[src/rtl/fetch_unit.sv]
// Instruction fetch unit: issues sequential fetch requests, buffers returned words with their PCs,
// and flushes/redirects on taken branches while discarding responses to stale requests.
module fetch_unit #(
  parameter logic [31:0] RESET_PC = 32'h0000_0000,
  parameter int          DEPTH    = 4
) (
  input  logic        clk,
  input  logic        rst,
  input  logic        redirect,
  input  logic [31:0] redirect_pc,
  output logic        imem_req_valid,
  output logic [31:0] imem_req_addr,
  input  logic        imem_req_ready,
  input  logic        imem_rsp_valid,
  input  logic [31:0] imem_rsp_data,
  output logic        inst_valid,
  output logic [31:0] inst_data,
  output logic [31:0] inst_pc,
  input  logic        inst_ready
);

  localparam int CW = $clog2(DEPTH + 1);
  localparam int AW = $clog2(DEPTH);
  localparam logic [CW:0]   DEPTH_SUM = (CW + 1)'(DEPTH);
  localparam logic [CW-1:0] CNT_ONE   = CW'(1);
  localparam logic [AW-1:0] PTR_ONE   = AW'(1);

  typedef enum logic {
    ST_HOLD,
    ST_RUN
  } state_t;

  state_t state, state_nxt;

  logic [31:0]   fetch_pc, fetch_pc_nxt;
  logic [31:0]   exp_pc, exp_pc_nxt;
  logic [CW-1:0] outstanding, outstanding_nxt;
  logic [CW-1:0] discard, discard_nxt;
  logic [CW-1:0] count, count_nxt;
  logic [AW-1:0] head, head_nxt;
  logic [AW-1:0] tail, tail_nxt;

  logic [31:0] buf_data [DEPTH];
  logic [31:0] buf_pc   [DEPTH];

  logic [CW:0] inflight;
  logic        accept;
  logic        push;
  logic        pop;

  // Requests stay off for the reset cycle itself and come up on the first edge after release.
  always_ff @(posedge clk or negedge rst) begin
    if (!rst) begin
      state <= ST_HOLD;
    end else begin
      state <= state_nxt;
    end
  end

  always_comb begin
    state_nxt = state;
    case (state)
      ST_HOLD: state_nxt = ST_RUN;
      ST_RUN:  state_nxt = ST_RUN;
      default: state_nxt = ST_HOLD;
    endcase
  end

  // inflight only grows on acceptance, so a raised request can never drop on its own.
  always_comb begin
    inflight       = {1'b0, outstanding} + {1'b0, count};
    imem_req_valid = (state == ST_RUN) && (inflight < DEPTH_SUM);
    imem_req_addr  = fetch_pc;
    accept         = imem_req_valid && imem_req_ready;
    push           = imem_rsp_valid && (discard == '0) && !redirect;
    inst_valid     = (count != '0);
    pop            = inst_valid && inst_ready && !redirect;
    inst_data      = inst_valid ? buf_data[head] : 32'h0;
    inst_pc        = inst_valid ? buf_pc[head] : 32'h0;
  end

  always_comb begin
    outstanding_nxt = outstanding;
    case ({accept, imem_rsp_valid})
      2'b10:   outstanding_nxt = outstanding + CNT_ONE;
      2'b01:   outstanding_nxt = outstanding - CNT_ONE;
      default: outstanding_nxt = outstanding;
    endcase
  end

  // Everything still in flight after a redirect cycle belongs to the old path.
  always_comb begin
    discard_nxt = discard;
    if (redirect) begin
      discard_nxt = outstanding_nxt;
    end else if (imem_rsp_valid && (discard != '0)) begin
      discard_nxt = discard - CNT_ONE;
    end
  end

  always_comb begin
    fetch_pc_nxt = fetch_pc;
    exp_pc_nxt   = exp_pc;
    if (redirect) begin
      fetch_pc_nxt = redirect_pc;
      exp_pc_nxt   = redirect_pc;
    end else begin
      if (accept) begin
        fetch_pc_nxt = fetch_pc + 32'd4;
      end
      if (push) begin
        exp_pc_nxt = exp_pc + 32'd4;
      end
    end
  end

  always_comb begin
    count_nxt = count;
    head_nxt  = head;
    tail_nxt  = tail;
    if (redirect) begin
      count_nxt = '0;
      head_nxt  = '0;
      tail_nxt  = '0;
    end else begin
      if (push) begin
        tail_nxt = tail + PTR_ONE;
      end
      if (pop) begin
        head_nxt = head + PTR_ONE;
      end
      if (push && !pop) begin
        count_nxt = count + CNT_ONE;
      end else if (pop && !push) begin
        count_nxt = count - CNT_ONE;
      end
    end
  end

  always_ff @(posedge clk or negedge rst) begin
    if (!rst) begin
      fetch_pc    <= RESET_PC;
      exp_pc      <= RESET_PC;
      outstanding <= '0;
      discard     <= '0;
      count       <= '0;
      head        <= '0;
      tail        <= '0;
    end else begin
      fetch_pc    <= fetch_pc_nxt;
      exp_pc      <= exp_pc_nxt;
      outstanding <= outstanding_nxt;
      discard     <= discard_nxt;
      count       <= count_nxt;
      head        <= head_nxt;
      tail        <= tail_nxt;
    end
  end

  // Storage needs no reset: outputs are gated by inst_valid.
  always_ff @(posedge clk) begin
    if (push) begin
      buf_data[tail] <= imem_rsp_data;
      buf_pc[tail]   <= exp_pc;
    end
  end

endmodule
[config.mk]
export PLATFORM = sky130hd
export DESIGN_NAME = fetch_unit
export DESIGN_NICKNAME = d
export VERILOG_FILES = /design/src/rtl/fetch_unit.sv
export SDC_FILE = /design/constraint.sdc
export NUM_CORES = 1
export LEC_CHECK = 0
export CAP_MARGIN = 20
export CORE_ASPECT_RATIO = 2
export CORE_MARGIN = 2
export CORE_UTILIZATION = 45
export CTS_CLUSTER_DIAMETER = 100
export DETAILED_ROUTE_END_ITERATION = 16
export PLACE_DENSITY = 0.75
export SKIP_CTS_REPAIR_TIMING = 1
export SYNTH_ARGS = -nofsm -noshare
export SYNTH_HDL_FRONTEND = slang
export SYNTH_SLANG_ARGS = --single-unit
export TNS_END_PERCENT = 5
[constraint.sdc]
create_clock -name clk -period 4.43 [get_ports clk]
set_clock_uncertainty 0.05 [all_clocks]
set_input_delay 0.6645 -clock clk [delete_from_list [all_inputs] [get_ports clk]]
set_output_delay 0.6645 -clock clk [all_outputs]
set_load 0.01 [all_outputs]
### Yosys cells after proc, flatten, opt, wreduce, memory -nomap -nowiden

Memories as Yosys holds them, arrays and structs flattened.
Index checks and enable logic that the tools add are counted.

| storage, ports and cells | value |
|---|---|
| bits of input ports | 70 |
| logic and storage cells | 61 |
| bits in writable memories | 256 |
| flip-flop bits (word level) | 78 |
| output and inout bits | 98 |
| memories | 2 |

Memory list:

| memory | depth | bits a word | read ports | clocked after Yosys merged registers in | wr ports | line | RTL |
|---|---|---|---|---|---|---|---|
| buf_data | 4 | 32 | 1 | 0 | 1 | 43 | `logic [31:0] buf_data [DEPTH];` |
| buf_pc | 4 | 32 | 1 | 0 | 1 | 44 | `logic [31:0] buf_pc [DEPTH];` |

| operators by class | value |
|---|---|
| muxes and demuxes | 18 |
| $lt $le $gt $ge | 1 |
| add/sub/neg operators | 10 |
| equality and inequality tests | 2 |
| reduce and logical (&&, ||, !) cells | 20 |

Operators with widths:

| kind | count |
|---|---|
| $mux 32 | 6 |
| $add 32x3->32 const B | 2 |
| $mux 3 | 5 |
| $logic_and 1x1->1 | 9 |
| $reduce_bool 3->1 | 3 |
| $sub 3x1->3 const B | 3 |
| $mux 2 | 4 |
| $reduce_bool 2->1 | 4 |
| $add 3x1->3 const B | 2 |
| $pmux 3 s2 | 1 |
| $add 2x1->2 const B | 2 |
| $add 3x3->4 | 1 |
| $lt 4x3->1 const B | 1 |
| $logic_not 1->1 | 3 |
| $logic_not 3->1 | 1 |
| $eq 2x1->1 const B | 1 |
| $eq 2x2->1 const B | 1 |
| $mux 1 | 2 |

### Longest topological paths before layout

Gate-level depths: netlist of run 1.

| depth | value |
|---|---|
| depth after elaboration | 8 |
| depth in mapped cells | 11 |
| depth with buffers taken out | 10 |

### Least setup slack after synthesis of run 1

Ideal clock, no wire load.

| timing | value |
|---|---|
| path type | input port to flip-flop |
| start | input redirect |
| end | memory buf_data[0][0], enable pin |
| required time | 3951 ps |
| library setup time | 429 ps |
| arrival time | 2856 ps |
| stages | 4 |
| path slack | 1094 ps |
| buffers on the path | 2 |
| path through | clkbuf_1 > inv_2 > clkbuf_1 > and3_1 |

| between the ends | value |
|---|---|
| longest elaborated chain between the ends | 4 |

Ends and longest elaborated chain:

| item | line | RTL |
|---|---|---|
| from (decl) | 9 | `input logic redirect,` |
| $logic_not 1->1 | 75 | `push = imem_rsp_valid && (discard == '0) && !redirect;` |
| $logic_and 1x1->1 | 75 |  |
| $mux 1 | 162 | `if (push) begin` |
| $mux 1 (implied by the code) | 163 | `buf_data[tail] <= imem_rsp_data;` |
| to (decl) | 43 |  |

No other way between the ends.

### Worst setup path in the final report of run 1

| timing | value |
|---|---|
| start | register head[1] |
| end | output inst_pc[0] |

| between the ends | value |
|---|---|
| longest elaborated chain between the ends | 2 |

Ends and longest elaborated chain:

| item | line | RTL |
|---|---|---|
| from (decl) | 40 | `logic [AW-1:0] head, head_nxt;` |
| from (signal assigned) | 155 | `head <= head_nxt;` |
| $mem_v2 4x32 | - |  |
| $mux 32 | 79 | `inst_pc = inst_valid ? buf_pc[head] : 32'h0;` |
| to (decl) | 18 | `output logic [31:0] inst_pc,` |

No other way between the ends.

==> impl_results.md, run 1 <==
- Status: finished clean
- CTS clock-pin slew for the worst setup and hold paths: approximately 0.070 ns
- DRC: 0
- Synth-to-Final Area Change: 22.4%
- Proportion of layout cells with a drive suffix above 1: 0.149
- Final Instance Area: approximately 18000 um^2
- RSZ-0062 raised after global routing: false
- Mapped Cells: 914
- Predominant post-synthesis flop cell: edfxtp_1
- CTS H-Tree Depth: 1
- Final #Nets: between 1000 and 1500
- Placed instance count: roughly 1500
- First-pass GRT wire length: just under 50 mm
- Via count: about 8600
- Number of synthesized flops with an enable pin: between 200 and 300
- Worst path slowest cell: dfrtp_2
- Max VDD drop: about 0.49 mV
- CTS root buf: clkbuf_16
- Port bufs: between 150 and 200
- Starting Density: 0.456
- Yosys warns: 0
- R2r setup slk: 1.74 ns
- Clk sinks: 334
- Largest net degree at the start of global routing: between 70 and 80
- Synth Net Count: 997
- Detailed Route WL: about 32 mm
- WS Path Type: flip-flop to output port
- Max Cap Viol: 0
- Critical Path RT: ~3.7 ns
- RD Place Congestion: approximately 0.92
- Most common cell after layout, fill and taps aside: edfxtp_1
- # fillers: around 2600
- Rows: 92
- Ant diodes: 0
- First-pass DRT Iterations: 7
- Post-synthesis sequential area ratio: 0.671
- Max-slew headroom: 0.384
- Vias/cell: about 5.7
- ANT nets after route: 0
- Max Clock Freq: 0.284 GHz
- Final setup violation count: 0
- Final period utilization: 0.796
- Setup_tns: 0 ns
- HP Class: input port to async pin
- DRT iter0 DRCs: just over 700
- Core area: about 32000 um^2
- Post-Syn Area: 14400 um^2
- Syn avg cell area: between 15 and 20 um^2
- Die X: 130 um
- Num CTS Buffers: 28
- Highest-count cells in the layout ignoring fill and taps: 256 x edfxtp_1, 165 x clkdlybuf4s50_1, 76 x dfrtp_1, 70 x and2_1, 64 x mux4_2
- Max Slew Vio Count: 0
- Die Area: ~33000 um^2
- Final Non-Filler Cells: roughly 1500
- CP Max Fanout: 36
- Wire length per cell: 20.7 um
- Die H: 257 um
- DP Wirelength: ~21 mm
- Initial antenna violation count: 0
- Crit path time final: between 3 and 4 ns
- Post-synth ARST share: 0.234
- Crit. End Element: output port
- Fin Hold WS: 0.0788 ns
- WP data arrival: 2.81 ns
- Global Route Usage Sum: 0.190
- Leak Pwr: 0.00581 uW
- PwrDens: 523 nW/um^2
- Synth unique cells: 58
- Startpoint Class: flip-flop
- Boundary pin count: between 150 and 200
- Critical Path Max Stage Delay: ~0.9 ns
- Gr ovfl total: 0
- Worst-Skew Late Latency: 0.55 ns
- Worst slew pin tran: approximately 0.9 ns
- DP Area: between 15000 and 20000 um^2
- Yosys reg bits: around 330
- Worst path cell trace: buf_12 > mux4_2 > and2_1 > clkdlybuf4s50_1
- Maximum clock path buffer count: 3
- TritonCTS clock tree: yes
- Total power: approximately 9200 uW
- Hold Violations, Final: 0
- Vias in the first global route: a little under 9000
[metrics by stage]
step	utilization	setup slack, ns
after floorplan	-	1.09
after global placement	0.526	1.22
after detailed placement	0.526	1.14
after CTS	0.558	0.832
after global routing	0.558	0.768
final	0.558	0.905
[worst paths after layout]
kind / startpoint / endpoint / depth (start not counted)
max: head[1] / inst_pc[0] / 4
max reg2reg: discard[0] / exp_pc[21] / 6
min: rst / imem_req_addr[0] / 1
max in group asynchronous: rst / exp_pc[22] / 2
min in group clk: redirect / tail[0] / 2
min reg2reg: exp_pc[0] / buf_pc[0][0] / 0
[sequential cells by signal, summed over array words and instances (netlist names), 2 cells and up]
register and cells:
buf_data 128, imem_req_addr 32, exp_pc 32, head 2
count 3, tail 2, outstanding 3, buf_pc 128
discard 3
[metal layers]
metal	global-route usage	part of all wire	vias up
li1	-	-	3940
met1	0.214	0.36	4377
met2	0.362	0.56	266
met3	0.0182	0.041	65
met4	0.0686	0.034	0
met5	0	0	-
[worst max-delay path, delay by kind of cell, from the launching register on]
family / cells / cell delay [ns]
mux: 1 / 0.39
flops: 1 / 0.90
buf+inv: 2 / 0.79
simple gates: 1 / 0.18
[synth_stat cells (2+ instances only)]
library cell,number,area [um^2]
nand2b_1,2,12.5
buf_1,6,22.5
nor2_1,44,165
or4_1,19,143
nand2_1,29,109
xnor2_1,20,175
mux4_2,64,1440
a31oi_1,22,138
and3b_1,3,26.3
xor2_1,4,35.0
a21oi_1,10,50.1
nor2b_1,6,37.5
nand4_1,22,138
nor3_1,22,110
nand3_1,16,80.1
or3_1,6,37.5
o21ai_0,9,45.0
ha_1,11,138
nor4_1,15,93.8
and4_1,13,114
or2_2,8,50.1
dfrtp_1,78,1950
and2_1,70,438
and3_1,12,75.1
o22ai_1,2,12.5
clkbuf_1,27,101
fa_1,2,40.0
inv_1,21,78.8
a311oi_1,10,87.6
o31ai_1,16,120
o31a_1,4,35.0
a41oi_1,5,43.8
nor3b_1,2,15.0
edfxtp_1,256,7690
mux2_2,11,124
buf_2,11,55.1
a211oi_1,14,105
mux2i_1,2,20.0
[cell families after synthesis]
family | synth area share
and+or+nand+nor | 0.125
muxes | 0.110
other | 0.000261
xor gates and xnor gates | 0.0146
AOI/OAI and AO/OA | 0.0471
DFF | 0.671
buffers and inverters | 0.0190
adders and majority gates | 0.0124
[where the power goes]
part	internal [uW]	total, uW	switching, uW
clock network	1560	2670	1120
logic	1510	2740	1230
registers	3580	3790	210
[final cells by class]
class	instances	area [um^2]	area share
flip-flops and latches	334	9640	0.548
multi-input cells	513	4460	0.254
repair buffers	181	1860	0.106
clock buffers	38	831	0.0472
well taps	423	529	0.0301
clock inverters	14	186	0.0106
inverters	22	82.6	0.00469
(Power assumes the default switching activity.)
==> inputs of run 2 (changes only) <==
clock period = 3.3 ns   (was 4.43 ns; I/O delays follow)
==> run 2 against run 1 <==
Against the previous run:
- the flow now finishes with violations (negative hold slack)
- design area grew 0.84%
- combinational power rose by 42%
- via count increased by 1.7%
- hold slack got worse by 0.12 ns
- core utilization rose by 0.47 points
- largest cell class unchanged
==> impl_results.md, run 2 (synthesis gave the netlist of run 1 again) <==
- Status: finished with violations
- Failing checks: negative hold slack
- Leak Pwr: between 0.005 and 0.006 uW
- Most common cell after layout, fill and taps aside: edfxtp_1
- DRT iter0 DRCs: around 480
- Internal power: roughly 9000 uW
- Startpoint Class: flip-flop
- Total power: approximately 12000 uW
- Sw power: roughly 3500 uW
- Wire length per cell: roughly 21 um
- CP Max Fanout: 5
- Rows: a little over 90
- CTS H-Tree Depth: 1
- Max Slew Vio Count: 0
- Logic pwr share: 0.313
- Reg2reg start: count[2]
- Maximum clock path buffer count: 3
- Proportion of layout cells with a drive suffix above 1: 0.168
- WS Path Type: flip-flop to output port
- Vias/cell: between 5 and 6
- Final core occ: 0.562
- First-pass GRT wire length: around 50 mm
- TritonCTS clock tree: yes
- CTS clock-pin slew for the worst setup and hold paths: ~0.070 ns
- Setup_tns: 0 ns
- Num CTS Buffers: 29
- HP Class: input port to async pin
- Die H: between 200 and 300 um
- Crit path time final: about 3.2 ns
- Worst-Skew Late Latency: 0.57 ns
- Hold Violations, Final: 19
- Initial antenna violation count: 1
- Fin Hold WS: -0.0455 ns
- Max Cap Viol: 0
- CTS root buf: clkbuf_16
- Largest net degree at the start of global routing: 66
- Final setup violation count: 0
- PwrDens: about 700 nW/um^2
- Global Route Usage Sum: 0.194
- Gr ovfl total: 0
- Crit. End Element: output port
- Die X: roughly 130 um
- ANT nets after route: 0
- Max VDD drop: around 0.47 mV
- RD Place Congestion: approximately 0.9
- Crit path from: count[2]
- Via count: about 8800
- Die Area: 33500 um^2
- Core area: 31500 um^2
- Switching Share: 0.286
- # fillers: between 2000 and 3000
- Clock power share: 0.276
- Max Clock Freq: around 0.31 GHz
- Max-slew headroom: 0.358
- Synth-to-Final Area Change: 23.5%
- Final Instance Area: around 18000 um^2
- WP data arrival: 2.67 ns
- DRC: 0
- Critical Path RT: approximately 2.8 ns
- DP Area: approximately 17000 um^2
- Vias in the first global route: between 9000 and 10000
- RSZ-0062 raised after global routing: false
- Detailed Route WL: 32.5 mm
- Starting Density: 0.456
- Final period utilization: 0.975
- Highest-count cells in the layout ignoring fill and taps: 256 x edfxtp_1, 165 x clkdlybuf4s50_1, 76 x dfrtp_1, 70 x and2_1, 64 x mux4_2
- Port bufs: approximately 170
- Top flop regs: buf_data x128, buf_pc x128
- Boundary pin count: between 150 and 200
- Clk sinks: ~330
- Final #Nets: around 1200
- Register share of total power: 0.412
- DP Wirelength: around 21 mm
- First-pass DRT Iterations: 4
- Worst slew pin tran: 0.956 ns
-- run 2: path summary, 6_finish.rpt --
kind	endpoint	slack [ns]	depth (start not counted)
setup reg to reg	discard[2]	0.65	10
hold / removal	imem_req_addr[0]	-0.05	1
min in group clk	count[2]	0.32	2
max in group asynchronous	outstanding[2]	2.54	2
setup / recovery	imem_req_valid	0.08	4
hold reg to reg	imem_req_addr[31]	0.45	1
-- run 2: cell type report --
class	count	area [um^2]	share of cell area
clock inverter	21	196	0.0111
tap	423	529	0.0298
antenna	2	5.00	0.000282
timing repair buffer	208	2060	0.116
sequential	334	9640	0.544
clock buffer	33	761	0.0429
multi-input combinational	513	4460	0.252
inverter	22	82.6	0.00466
-- run 2: critical path, stage by stage, from the launching register on --
cell and delay (ns):
dfrtp_1 0.43, ha_1 0.34, or4b_4 0.57, nor2_1 0.19
clkdlybuf4s50_1 0.57
-- run 2: power by group through the flow --
stage | Clock [uW] | Combinational [uW] | Sequential (uW)
final | 3420 | 3880 | 5100
after global routing | 3650 | 4200 | 5140
after CTS | 3510 | 3840 | 5120
after detailed placement | 0 | 3820 | 5210
after global placement | 0 | 3770 | 5200
after floorplan | 0 | 2120 | 5090
-- run 2: per-layer routing --
metal	vias to the layer above	GRT usage	share of wire	wire, um
met2	270	0.367	0.56	18200
li1	3995	-	-	-
met1	4447	0.211	0.36	11600
met3	87	0.0192	0.039	1270
met4	0	0.0922	0.044	1440
met5	-	0	0	0
-- run 2: stage by stage --
stage | std cells | worst slack [ns] | hold slack (ns)
after detailed placement | 1488 | 0.562 | 0.438
after global routing | 1555 | 0.00286 | 0.0126
final | 1556 | 0.0833 | -0.0455
after global placement | 1488 | 0.596 | 0.440
after CTS | 1542 | -0.0354 | -0.0227
after floorplan | 914 | 0.134 | 0.149
